$ cat config.mk
export PLATFORM = sky130hd
export DESIGN_NAME = fetch_unit_flat
export DESIGN_NICKNAME = d
export VERILOG_FILES = /design/src/rtl/fetch_unit_if.sv /design/src/rtl/fetch_unit.sv /design/src/flat_wrapper.sv
export SDC_FILE = /design/constraint.sdc
export NUM_CORES = 1
export LEC_CHECK = 0
export CAP_MARGIN = 20
export CORE_MARGIN = 4
export CORE_UTILIZATION = 48
export DETAILED_ROUTE_END_ITERATION = 10
export PLACE_DENSITY = 0.8
export SLEW_MARGIN = 15
export SYNTH_ARGS = -nofsm -noshare
export SYNTH_HDL_FRONTEND = slang
export SYNTH_SLANG_ARGS = --single-unit
$ cat constraint.sdc
create_clock -name clk_i -period 4.1 [get_ports clk_i]
set_clock_uncertainty 0.2 [all_clocks]
set_input_delay 0.82 -clock clk_i [delete_from_list [all_inputs] [get_ports clk_i]]
set_output_delay 0.82 -clock clk_i [all_outputs]
set_load 0.01 [all_outputs]
$ cat src/rtl/fetch_unit_if.sv
// Fetch unit bus bundle: instruction memory port, redirect, decode handshake.
// The fetch unit drives it through the master modport.
interface fetch_unit_if;
    logic        imem_req_o;
    logic [31:0] imem_addr_o;
    logic [31:0] imem_data_i;
    logic        redirect_i;
    logic [31:0] redirect_pc_i;
    logic [31:0] instr_o;
    logic [31:0] pc_o;
    logic        valid_o;
    logic        ready_i;

    modport master (
        output imem_req_o,
        output imem_addr_o,
        input  imem_data_i,
        input  redirect_i,
        input  redirect_pc_i,
        output instr_o,
        output pc_o,
        output valid_o,
        input  ready_i
    );

    modport slave (
        input  imem_req_o,
        input  imem_addr_o,
        output imem_data_i,
        output redirect_i,
        output redirect_pc_i,
        input  instr_o,
        input  pc_o,
        input  valid_o,
        output ready_i
    );
endinterface

$ cat src/rtl/fetch_unit.sv
// Instruction fetch front end with a credit-limited response queue.
// Define FETCH_BYPASS_EN to forward a response straight out when the queue is empty.
module fetch_unit #(
    parameter logic [31:0] RESET_PC = 32'h0000_0000,
    parameter int          QDEPTH   = 4
) (
    input  logic         clk_i,
    input  logic         rst_i,
    fetch_unit_if.master bus
);
    localparam int AW = $clog2(QDEPTH);
    localparam logic [AW:0] FULL = (AW+1)'(QDEPTH);

    typedef struct packed {
        logic [31:0] instr;
        logic [31:0] pc;
    } entry_t;

    entry_t        q_mem [QDEPTH];
    logic [AW-1:0] wr_ptr;
    logic [AW-1:0] rd_ptr;
    logic [AW:0]   count;
    logic [31:0]   pc;
    logic [31:0]   inflight_pc;
    logic          inflight;

    entry_t        head;
    logic          q_pop;
    logic          q_push;
    logic          byp;
    logic          req;
    logic          valid;
    logic [AW:0]   count_pop;
    logic [AW+1:0] credit;
    logic [31:0]   instr_out;
    logic [31:0]   pc_out;

    always_comb begin
        head   = q_mem[rd_ptr];
        q_pop  = (count != '0) && bus.ready_i && !bus.redirect_i;
`ifdef FETCH_BYPASS_EN
        byp    = inflight && (count == '0) && !bus.redirect_i;
`else
        byp    = 1'b0;
`endif
        // A bypassed word taken by decode never occupies a slot.
        q_push = inflight && !bus.redirect_i
               && !(byp && bus.ready_i);
        count_pop = count - {{AW{1'b0}}, q_pop};
        credit    = {1'b0, count_pop}
                  + {{(AW+1){1'b0}}, inflight};
        req = !rst_i && !bus.redirect_i
            && (credit < {1'b0, FULL});
        valid = !rst_i && ((count != '0) || byp);
    end

    always_comb begin
        instr_out = '0;
        pc_out    = '0;
        if (valid) begin
            if (count != '0) begin
                instr_out = head.instr;
                pc_out    = head.pc;
            end else begin
                instr_out = bus.imem_data_i;
                pc_out    = inflight_pc;
            end
        end
    end

    assign bus.imem_req_o  = req;
    assign bus.imem_addr_o = pc;
    assign bus.valid_o     = valid;
    assign bus.instr_o     = instr_out;
    assign bus.pc_o        = pc_out;

    always_ff @(posedge clk_i) begin
        if (rst_i) begin
            pc          <= RESET_PC;
            inflight    <= 1'b0;
            inflight_pc <= '0;
            wr_ptr      <= '0;
            rd_ptr      <= '0;
            count       <= '0;
        end else if (bus.redirect_i) begin
            // Dropping the in-flight flag discards the returning word.
            pc       <= bus.redirect_pc_i & 32'hFFFF_FFFC;
            inflight <= 1'b0;
            wr_ptr   <= '0;
            rd_ptr   <= '0;
            count    <= '0;
        end else begin
            inflight <= req;
            if (req) begin
                pc          <= pc + 32'd4;
                inflight_pc <= pc;
            end
            if (q_push)
                wr_ptr <= wr_ptr + AW'(1);
            if (q_pop)
                rd_ptr <= rd_ptr + AW'(1);
            count <= count
                   + {{AW{1'b0}}, q_push}
                   - {{AW{1'b0}}, q_pop};
        end
    end

    always_ff @(posedge clk_i) begin
        if (!rst_i && q_push)
            q_mem[wr_ptr] <= '{instr: bus.imem_data_i,
                               pc:    inflight_pc};
    end
endmodule
$ cat src/flat_wrapper.sv
// flat-port wrapper written by rule: the top's interface ports become plain ports
module fetch_unit_flat 
#(
    parameter logic [31:0] RESET_PC = 32'h0000_0000,
    parameter int          QDEPTH   = 4
)
  (clk_i, rst_i, bus_imem_req_o, bus_imem_addr_o, bus_imem_data_i, bus_redirect_i, bus_redirect_pc_i, bus_instr_o, bus_pc_o, bus_valid_o, bus_ready_i);
  fetch_unit_if bus_i ();
  input  logic clk_i;
  input  logic rst_i;
  output wire logic [$bits(bus_i.imem_req_o)-1:0] bus_imem_req_o;
  output wire logic [$bits(bus_i.imem_addr_o)-1:0] bus_imem_addr_o;
  input wire logic [$bits(bus_i.imem_data_i)-1:0] bus_imem_data_i;
  input wire logic [$bits(bus_i.redirect_i)-1:0] bus_redirect_i;
  input wire logic [$bits(bus_i.redirect_pc_i)-1:0] bus_redirect_pc_i;
  output wire logic [$bits(bus_i.instr_o)-1:0] bus_instr_o;
  output wire logic [$bits(bus_i.pc_o)-1:0] bus_pc_o;
  output wire logic [$bits(bus_i.valid_o)-1:0] bus_valid_o;
  input wire logic [$bits(bus_i.ready_i)-1:0] bus_ready_i;
  assign bus_imem_req_o = bus_i.imem_req_o;
  assign bus_imem_addr_o = bus_i.imem_addr_o;
  assign bus_i.imem_data_i = bus_imem_data_i;
  assign bus_i.redirect_i = bus_redirect_i;
  assign bus_i.redirect_pc_i = bus_redirect_pc_i;
  assign bus_instr_o = bus_i.instr_o;
  assign bus_pc_o = bus_i.pc_o;
  assign bus_valid_o = bus_i.valid_o;
  assign bus_i.ready_i = bus_ready_i;
  fetch_unit #(.RESET_PC(RESET_PC), .QDEPTH(QDEPTH)) u_core (.clk_i(clk_i), .rst_i(rst_i), .bus(bus_i));
endmodule
* After elaboration in Yosys (flattened, before gate mapping) *
Memory sizes are Yosys's and may differ from the RTL's. A register that Yosys moved wholly into a read port is not among the register bits.
Cells that the tools add are included.

operators by class
  add/sub/neg operators = 7
  multipliers = 0
  divide/modulo/power cells = 0
  magnitude comparators = 1
  eq/ne operators = 0
  shifts and indexed selects = 0
  muxes and demuxes = 10
  bitwise logic cells = 1
  reduce and logical (&&, ||, !) cells = 13

operators with widths
  kind                                                                          count
  32-bit 2-to-1 mux                                                             6
  32-bit by 3-bit adder with 32-bit output, second input constant               1
  1-bit logical AND                                                             7
  3-bit by 1-bit subtractor with 3-bit output                                   2
  2-bit by 1-bit adder with 2-bit output, second input constant                 2
  3-bit by 1-bit adder with 4-bit output                                        1
  4-bit by 3-bit less-than comparator with 1-bit output, second input constant  1
  2-bit 2-to-1 mux                                                              2
  3-bit by 1-bit adder with 3-bit output                                        1
  3-bit nonzero test                                                            1
  1-bit zero test                                                               2
  1-bit 2-to-1 mux                                                              2
  2-bit AND reduction                                                           1
  2-bit nonzero test                                                            1
  2-bit OR reduction                                                            1
  1-bit inverter                                                                1

word-level totals
  register bits = 72
  latch bits = 0
  memory bits (writable) = 256
  ROM bits = 0
  output and inout bits = 98
  memories kept = 1

memory list
  memory        depth  width  read ports  clocked after memory_dff  write ports  line              source
  u_core.q_mem  4      64     1           1                         1            fetch_unit.sv:19  entry_t q_mem [QDEPTH];

* Longest topological paths before layout *
  depth in word-level cells = 9
  mapped depth = 12
  mapped depth without buffers = 9

* Least setup slack after synthesis *
OpenSTA, ideal clock, no wires.

  kind = in2out
  from = in bus_redirect_i
  to = out bus_imem_req_o
  data arrival time = 2.495 ns
  required time = 3.080 ns
  path slack = 0.585 ns
  stages on the path = 10
  path buffers = 3
  cells stage by stage = buf_2 nand2b_4 nor3_1 inv_1 ha_1 nand2_1 o21ai_2 inv_1 buf_2 buf_2

on the way
  longest elaborated chain between the ends = 6
  elaborated cells between the ends (all ways) = 7

RTL lines
  element                                                line                                source
  from (decl)                                            flat_wrapper.sv:14                  input wire logic [$bits(bus_i.redirect_i)-1:0] bus_redirect_i;
  1-bit zero test (*)                                    fetch_unit.sv:40, fetch_unit.sv:52
  1-bit logical AND                                      fetch_unit.sv:40                    q_pop = (count != '0) && bus.ready_i && !bus.redirect_i;
  3-bit by 1-bit subtractor with 3-bit output            fetch_unit.sv:49                    count_pop = count - {{AW{1'b0}}, q_pop};
  3-bit by 1-bit adder with 4-bit output                 fetch_unit.sv:51                    + {{(AW+1){1'b0}}, inflight};
  4-bit by 3-bit less-than comparator with 1-bit output  fetch_unit.sv:53                    && (credit < {1'b0, FULL});
  1-bit logical AND (*)                                  fetch_unit.sv:53
  to (decl)                                              flat_wrapper.sv:11                  output wire logic [$bits(bus_i.imem_req_o)-1:0] bus_imem_req_o;

Mark *: on every way between the ends. The rest lies on a longest branch, timed or not.

* Worst setup path after layout *
  from = in bus_ready_i
  to = out bus_imem_req_o

on the way
  longest elaborated chain between the ends = 6

RTL lines
  element                                                line                source
  from (decl)                                            flat_wrapper.sv:19  input wire logic [$bits(bus_i.ready_i)-1:0] bus_ready_i;
  1-bit logical AND (2 in a row)                         fetch_unit.sv:40
  3-bit by 1-bit subtractor with 3-bit output            fetch_unit.sv:49
  3-bit by 1-bit adder with 4-bit output                 fetch_unit.sv:51
  4-bit by 3-bit less-than comparator with 1-bit output  fetch_unit.sv:53
  1-bit logical AND                                      fetch_unit.sv:53

No other way between the ends.

==> out/qor.csv <==
stage,metric,value,unit
timing,finalSetupTns,0,ns
synth,muxShareOfSynthArea,11.2,%
timing,timing.final.setup_violations,0,
clocking,clk-insertion-delay-late,0.50,ns
floorplanning,core_area,26200,µm²
grt,antenna_found_initial,0,
timing,tightestPinTransition,0.613,ns
floorplanning,placement_rows,59,
clocking,cts_inserted_buffers,34,
placed_design,gp_congestion,0.825,
layout,final_stage_net_count,1076,
clocking,tritoncts,built,
floorplanning,die_area,29500,µm²
clocking,ctsRootBufferMaster,sky130_fd_sc_hd__clkbuf_16,
clocking,post_cts_buffers,0,
layout,finalInstanceArea,16000,µm²
placed_design,placed_cell_area,15000,µm²
worst_setup_path,worst_ep_arrival_time,2.64,ns
clocking,cts_resized,0,
detailed_routing,number_of_nets_still_failing_antenna_checks_after_routing,0,
synth,top_cells_by_area_synth,"sky130_fd_sc_hd__edfxtp_1 58%, sky130_fd_sc_hd__dfxtp_1 11%, sky130_fd_sc_hd__mux4_2 11%",
detailed_routing,drcViolationCount,0,
synth,yosys.area_share.simple,10.5,%
synth,synth_cells,827,
detailed_routing,initialDrtViolationCount,652,
clocking,clkSlewWorstSetupHoldPaths,0.06,ns
grt,total_global_route_track_usage,19.1,%
synth,synth.ff_latch_count,318,
synth,async_flop_share,0,%
timing,rsz0062_at_grt,no,
floorplanning,pin_count,166,
placed_design,detailed_place_hpwl,17600,µm
detailed_routing,drt-pass1-iter-count,8,
timing,hold_viol,0,
synth,yosys.area_share.xor_xnor,0.477,%
grt,first_global_vias,7721,
timing,final_min_period_over_clock_period,89.2,%
timing,slew_headroom,58.8,%
synth,ys_seq_area_share,68.8,%
worst_setup_path,endpoint_kind,output pin,
min_path,worst_hold_path_type,register to register,
flow_run,count_of_maximum_capacitance_violations,0,
worst_setup_path,critical_path_peak_fanout,5,
synth,yosys_warnings,0,
clocking,cts_sinks,318,
grt,gr-total-overflow,0,
detailed_routing,routed-via-count,7633,
detailed_routing,dr_vias_cell,5.62,
detailed_routing,routed_wire_length,28100,µm
grt,grt_max_degree,64,
floorplanning,die-height,172,µm
worst_setup_path,timing.critical_path.cells,clkdlybuf4s50_1 > nand2b_4 > nor3_2 > inv_1 > ha_1 > nand2_1 > o21ai_4 > clkinv_1 > dlymetal6s2s_1,
timing,final_number_of_max_transition_violations,0,
detailed_routing,drt-wirelength-per-cell,20.7,µm
synth,yosysUniqueCellTypes,66,
synth,synth_top_area_cell,sky130_fd_sc_hd__edfxtp_1,
clocking,cts.htree.levels,2,
worst_setup_path,max_stage_delay,0.54,ns
layout,flow.area_growth_from_synthesis,24.8,%
layout,antenna-diode-count,0,
synth,synth_fa_ha_area_share,0.934,%
power_and_ir_drop,cellLeakagePower,4.98,nW
worst_setup_path,worstPathRequired,3.08,ns
placed_design,placement.io_buffers,159,
synth,synth_compound_gate_area_share,5.47,%
synth,synth_most_common_cell,sky130_fd_sc_hd__edfxtp_1,
synth,post_synth.cell_area_avg,15.6,µm²
synth,syn-cell-area,12900,µm²
synth,synth_top_family_by_area,multiplexers,
power_and_ir_drop,power_density,424,nW/µm²
floorplanning,initial_utilization,49.1,%
synth,synth_top_cells_by_count,"248 x sky130_fd_sc_hd__edfxtp_1, 108 x sky130_fd_sc_hd__nand2_1, 70 x sky130_fd_sc_hd__dfxtp_1, 64 x sky130_fd_sc_hd__and2_1, 62 x sky130_fd_sc_hd__mux4_2",
timing,clock.fmax,0.273,GHz
clocking,number_of_buffers_on_the_longest_clock_path,3,
floorplanning,die_x,172,µm
synth,synth_top_area_share,57.9,%
power_and_ir_drop,vdd_drop_max,0.229,mV
grt,wire_length_of_the_first_global_routing_pass,43800,µm
layout,fraction_of_final_layout_cells_sized_beyond_drive_strength_1,15.6,%
worst_setup_path,critPathKind,primary input to output pin,
clocking,hold_buffers,0,
run_status,run_status,finished clean,
synth,synth_enable_flop_cells,248,
synth,synth_ff_type,sky130_fd_sc_hd__edfxtp_1,
worst_setup_path,crit_slowest_cell,sky130_fd_sc_hd__clkdlybuf4s50_1,
timing,post_layout_minimum_cycle_time,3.66,ns
worst_setup_path,timing.critical_path.from_type,primary input,
## flip-flops by register name (all words and copies together) (netlist names), named ones only
signal / flops
u_core.q_mem: 248
u_core.bus.imem_addr_o: 30
u_core.inflight_pc: 30
u_core.count: 3
u_core.rd_ptr: 2
u_core.wr_ptr: 2
u_core.inflight: 1
## power by group
group / total, mW / internal [mW] / leakage (nW) / switching (mW)
Combinational: 0.304 / 0.155 / 1.79 / 0.150
Clock: 2.94 / 1.75 / 0.520 / 1.18
Sequential: 3.56 / 3.50 / 2.67 / 0.0557
Total: 6.80 / 5.41 / 4.98 / 1.39
## worst max-delay path, delay by kind of cell
kind                       cells  cell delay, ns
adders and majority gates      1            0.30
and+or+nand+nor                3            0.41
buffers and inverters          4            0.92
AOI/OAI and AO/OA              1            0.19
## cell usage in the layout (no fill, tap or decap), types with 7 or more instances in the layout
cell / n
sky130_fd_sc_hd__a21oi_1: 41
sky130_fd_sc_hd__a22oi_1: 8
sky130_fd_sc_hd__a31oi_1: 13
sky130_fd_sc_hd__and2_1: 64
sky130_fd_sc_hd__buf_12: 10
sky130_fd_sc_hd__buf_4: 16
sky130_fd_sc_hd__clkbuf_16: 35
sky130_fd_sc_hd__clkdlybuf4s50_1: 157
sky130_fd_sc_hd__clkinv_1: 11
sky130_fd_sc_hd__dfxtp_1: 68
sky130_fd_sc_hd__edfxtp_1: 248
sky130_fd_sc_hd__ha_1: 8
sky130_fd_sc_hd__inv_1: 14
sky130_fd_sc_hd__mux4_2: 62
sky130_fd_sc_hd__nand2_1: 108
sky130_fd_sc_hd__nand3_1: 15
sky130_fd_sc_hd__nand4_1: 8
sky130_fd_sc_hd__nor2_1: 15
sky130_fd_sc_hd__nor3_1: 8
sky130_fd_sc_hd__o311ai_0: 7
sky130_fd_sc_hd__or4_1: 7
## path summary, 6_finish.rpt
check / from / depth (start not counted) / endpoint / slack, ns
worst min register to register: u_core.inflight_pc[5] / 0 / u_core.q_mem[0][5] / 0.29
worst max-delay path: bus_ready_i / 9 / bus_imem_req_o / 0.44
worst max register to register: u_core.count[2] / 10 / u_core.bus.imem_addr_o[23] / 1.33
worst min-delay path: u_core.inflight_pc[5] / 0 / u_core.q_mem[0][5] / 0.29
## per-layer routing
layer / vias to the layer above / GRT usage, % / share of wire (%)
li1: 3518 / - / -
met1: 3732 / 26.3 / 41
met2: 346 / 32.2 / 49
met3: 37 / 3.77 / 7.8
met4: 0 / 3.96 / 1.5
met5: - / 0 / 0
## area by class of cell
class                   count  area [µm²]
clock buffers              40         895
clock inverters            21         184
fillers                  1923       10200
inverters                  15        56.3
multi-input cells         445        3730
flip-flops and latches    318        8860
well taps                 335         419
repair buffers            185        1910
## stage by stage
| step | hold WS, ns | worst slack (ns) | util [%] | instances | power, mW |
|---|---|---|---|---|---|
| 2_1_floorplan | 0.260 | 0.585 | - | 830 | 3.75 |
| 3_3_place_gp | 0.274 | 0.0944 | 57.1 | 1298 | 3.92 |
| 3_5_place_dp | 0.294 | 0.0724 | 57.1 | 1298 | 3.93 |
| 4_1_cts | 0.301 | 0.0545 | 61.2 | 1359 | 6.86 |
| 5_1_grt | 0.322 | 0.314 | 61.2 | 1359 | 7.04 |
| 6_report | 0.292 | 0.443 | 61.2 | 1359 | 6.80 |
## cell families after synthesis
kind of cell | Yosys count
buffers and inverters | 67
XOR/XNOR | 7
AO/OA/AOI/OAI | 105
other | 1
multiplexers | 66
AND/OR/NAND/NOR | 254
flip-flops | 318
adder cells (fa/ha/maj) | 9
Power figures use the tool's default switching activity.
==> variant, RTL diff (config.mk and constraints unchanged) <==
Build with the macro `FETCH_BYPASS_EN` defined.
--- a/src/rtl/fetch_unit.sv
+++ b/src/rtl/fetch_unit.sv
@@ -1,5 +1,7 @@
 // Instruction fetch front end with a credit-limited response queue.
 // Define FETCH_BYPASS_EN to forward a response straight out when the queue is empty.
+`define FETCH_BYPASS_EN
+
 module fetch_unit #(
     parameter logic [31:0] RESET_PC = 32'h0000_0000,
     parameter int          QDEPTH   = 4
Behaviour: not the same (a bounded check fails within 4 cycles, from zero or initial values and one cycle with rst_i high).
==> variant against the unedited design <==
- highest routed layer unchanged
- core utilization decreased by 0.21 points
- cell area increased by 2.5%
- setup slack got worse by 350 ps
- via count increased by 12%
- synthesized area increased by 2.2%
- cell count increased by 9.3%
- wire length increased by 4.9%
- sequential cell count unchanged
- power increased by 1.3%
==> variant: results (changes against the unedited design) <==
Status -> complete, no violations
Largest register FFs -> 248 (unchanged)
Grt met1 use -> 27.7% (+1.4 points)
First-pass GRT wire length -> 46600 um (+6.4%)
Syn Inst Count -> 958 (+16%)
Routing usage on met3 -> 3.66% (-0.11 points)
Post-DP HPWL -> 18400 um (+4.3%)
Compound-cell area share of the yosys netlist -> 7.54% (+2.1 points)
Power in sequential cells -> 3.55 mW (about the same)
Inverter count -> 13 (-2)
Max VDD drop -> 0.301 mV (+31%)
CTS resizes -> 2 (+2)
Non-CTS buffers -> 192 (+3.8%)
Static leakage -> 5.14 nW (+3.3%)
Post-synthesis cell type count -> 53 (-20%)
DR WL/cell -> 19.9 um (-4.0%)
Fraction of area in multi-input gates -> 24.4% (+1.2 points)
Layout Cells excl Fill -> 1486 (+9.3%)
Cells after DPL -> 1428 (+10%)
Sequential cell area share -> 53.8% (-1.4 points)
Portion of netlist area occupied by mux cells -> 10.6% (-0.57 points)
Layout non-clock buf frac -> 12.0% (+0.099 points)
Synth area leaders -> edfxtp_1 (57%), dfxtp_1 (11%), mux4_2 (11%)
Slew of the pin with the lowest slew margin -> 783 ps (+170 ps)
Crit path DAT -> 2980 ps (+340 ps)
Clock Power Share -> 44.1% (+0.9 points)
ClkCell Share -> 6.89% (+0.16 points)
Sw Ratio -> 19.7% (-0.72 points)
Dpl cell area -> 0.0153 sq mm (+2.3%)
Sequential share of the synthesized area -> 67.3% (-1.5 points)
Synth Area in XOR/XNOR -> 0.733% (+0.26 points)
Crit-path max FO -> 2 (-3)
Synth top cells by count -> edfxtp_1 (248), nand2_1 (215), a21oi_1 (101)
Area grow syn2layout -> 25.1%
Filler Cells Inserted -> 1987 (+3.3%)
Clock buffers -> 49 (+23%)
Num rows -> 60 (+1.7%)
Fin nets -> 1200 (+12%)
Dpl ws -> -149 ps (-222 ps)
Vias in the first global route -> 8404 (+8.8%)
Synth Area in Adders -> 0.914% (-0.020 points)
Initial detailed-routing violation count -> 700 (+7.4%)
Share of layout cells above drive strength 1 -> 14.2% (-1.4 points)
GRT met2 Usage -> 30.9% (-1.3 points)
-- variant: changes by cell type in the layout (fill, tap and decap cells not counted), sizes merged, moves of 7 or more --
cell / unedited run / this run
nand2: 109 / 215
a21oi: 41 / 101
and2: 64 / 7
clkbuf: 40 / 49
clkinv: 15 / 7
nor2: 17 / 25
buf: 27 / 34
-- variant: worst max-delay path, stage by stage --
cell,delay (ps)
clkdlybuf4s50_1,420
nand2b_4,160
or3_1,330
ha_1,310
nand2_1,80
or4_4,440
nand3_2,100
inv_2,50
dlygate4sd2_1,280
-- variant: worst paths after layout --
kind,start,endpoint,slack [ps],cells after the start
worst max-delay path,bus_redirect_i,bus_imem_req_o,100,9
worst max register to register,u_core.count[2],u_core.bus.imem_addr_o[16],930,8
worst min register to register,u_core.rd_ptr[1],flip-flop,320,2
worst min-delay path,u_core.rd_ptr[1],flip-flop,320,2
-- variant: layer usage --
metal / vias up / wire length (um)
li1: 3943 / -
met1: 4203 / 13000
met2: 337 / 14100
met3: 35 / 2020
met4: 0 / 393
met5: - / 0
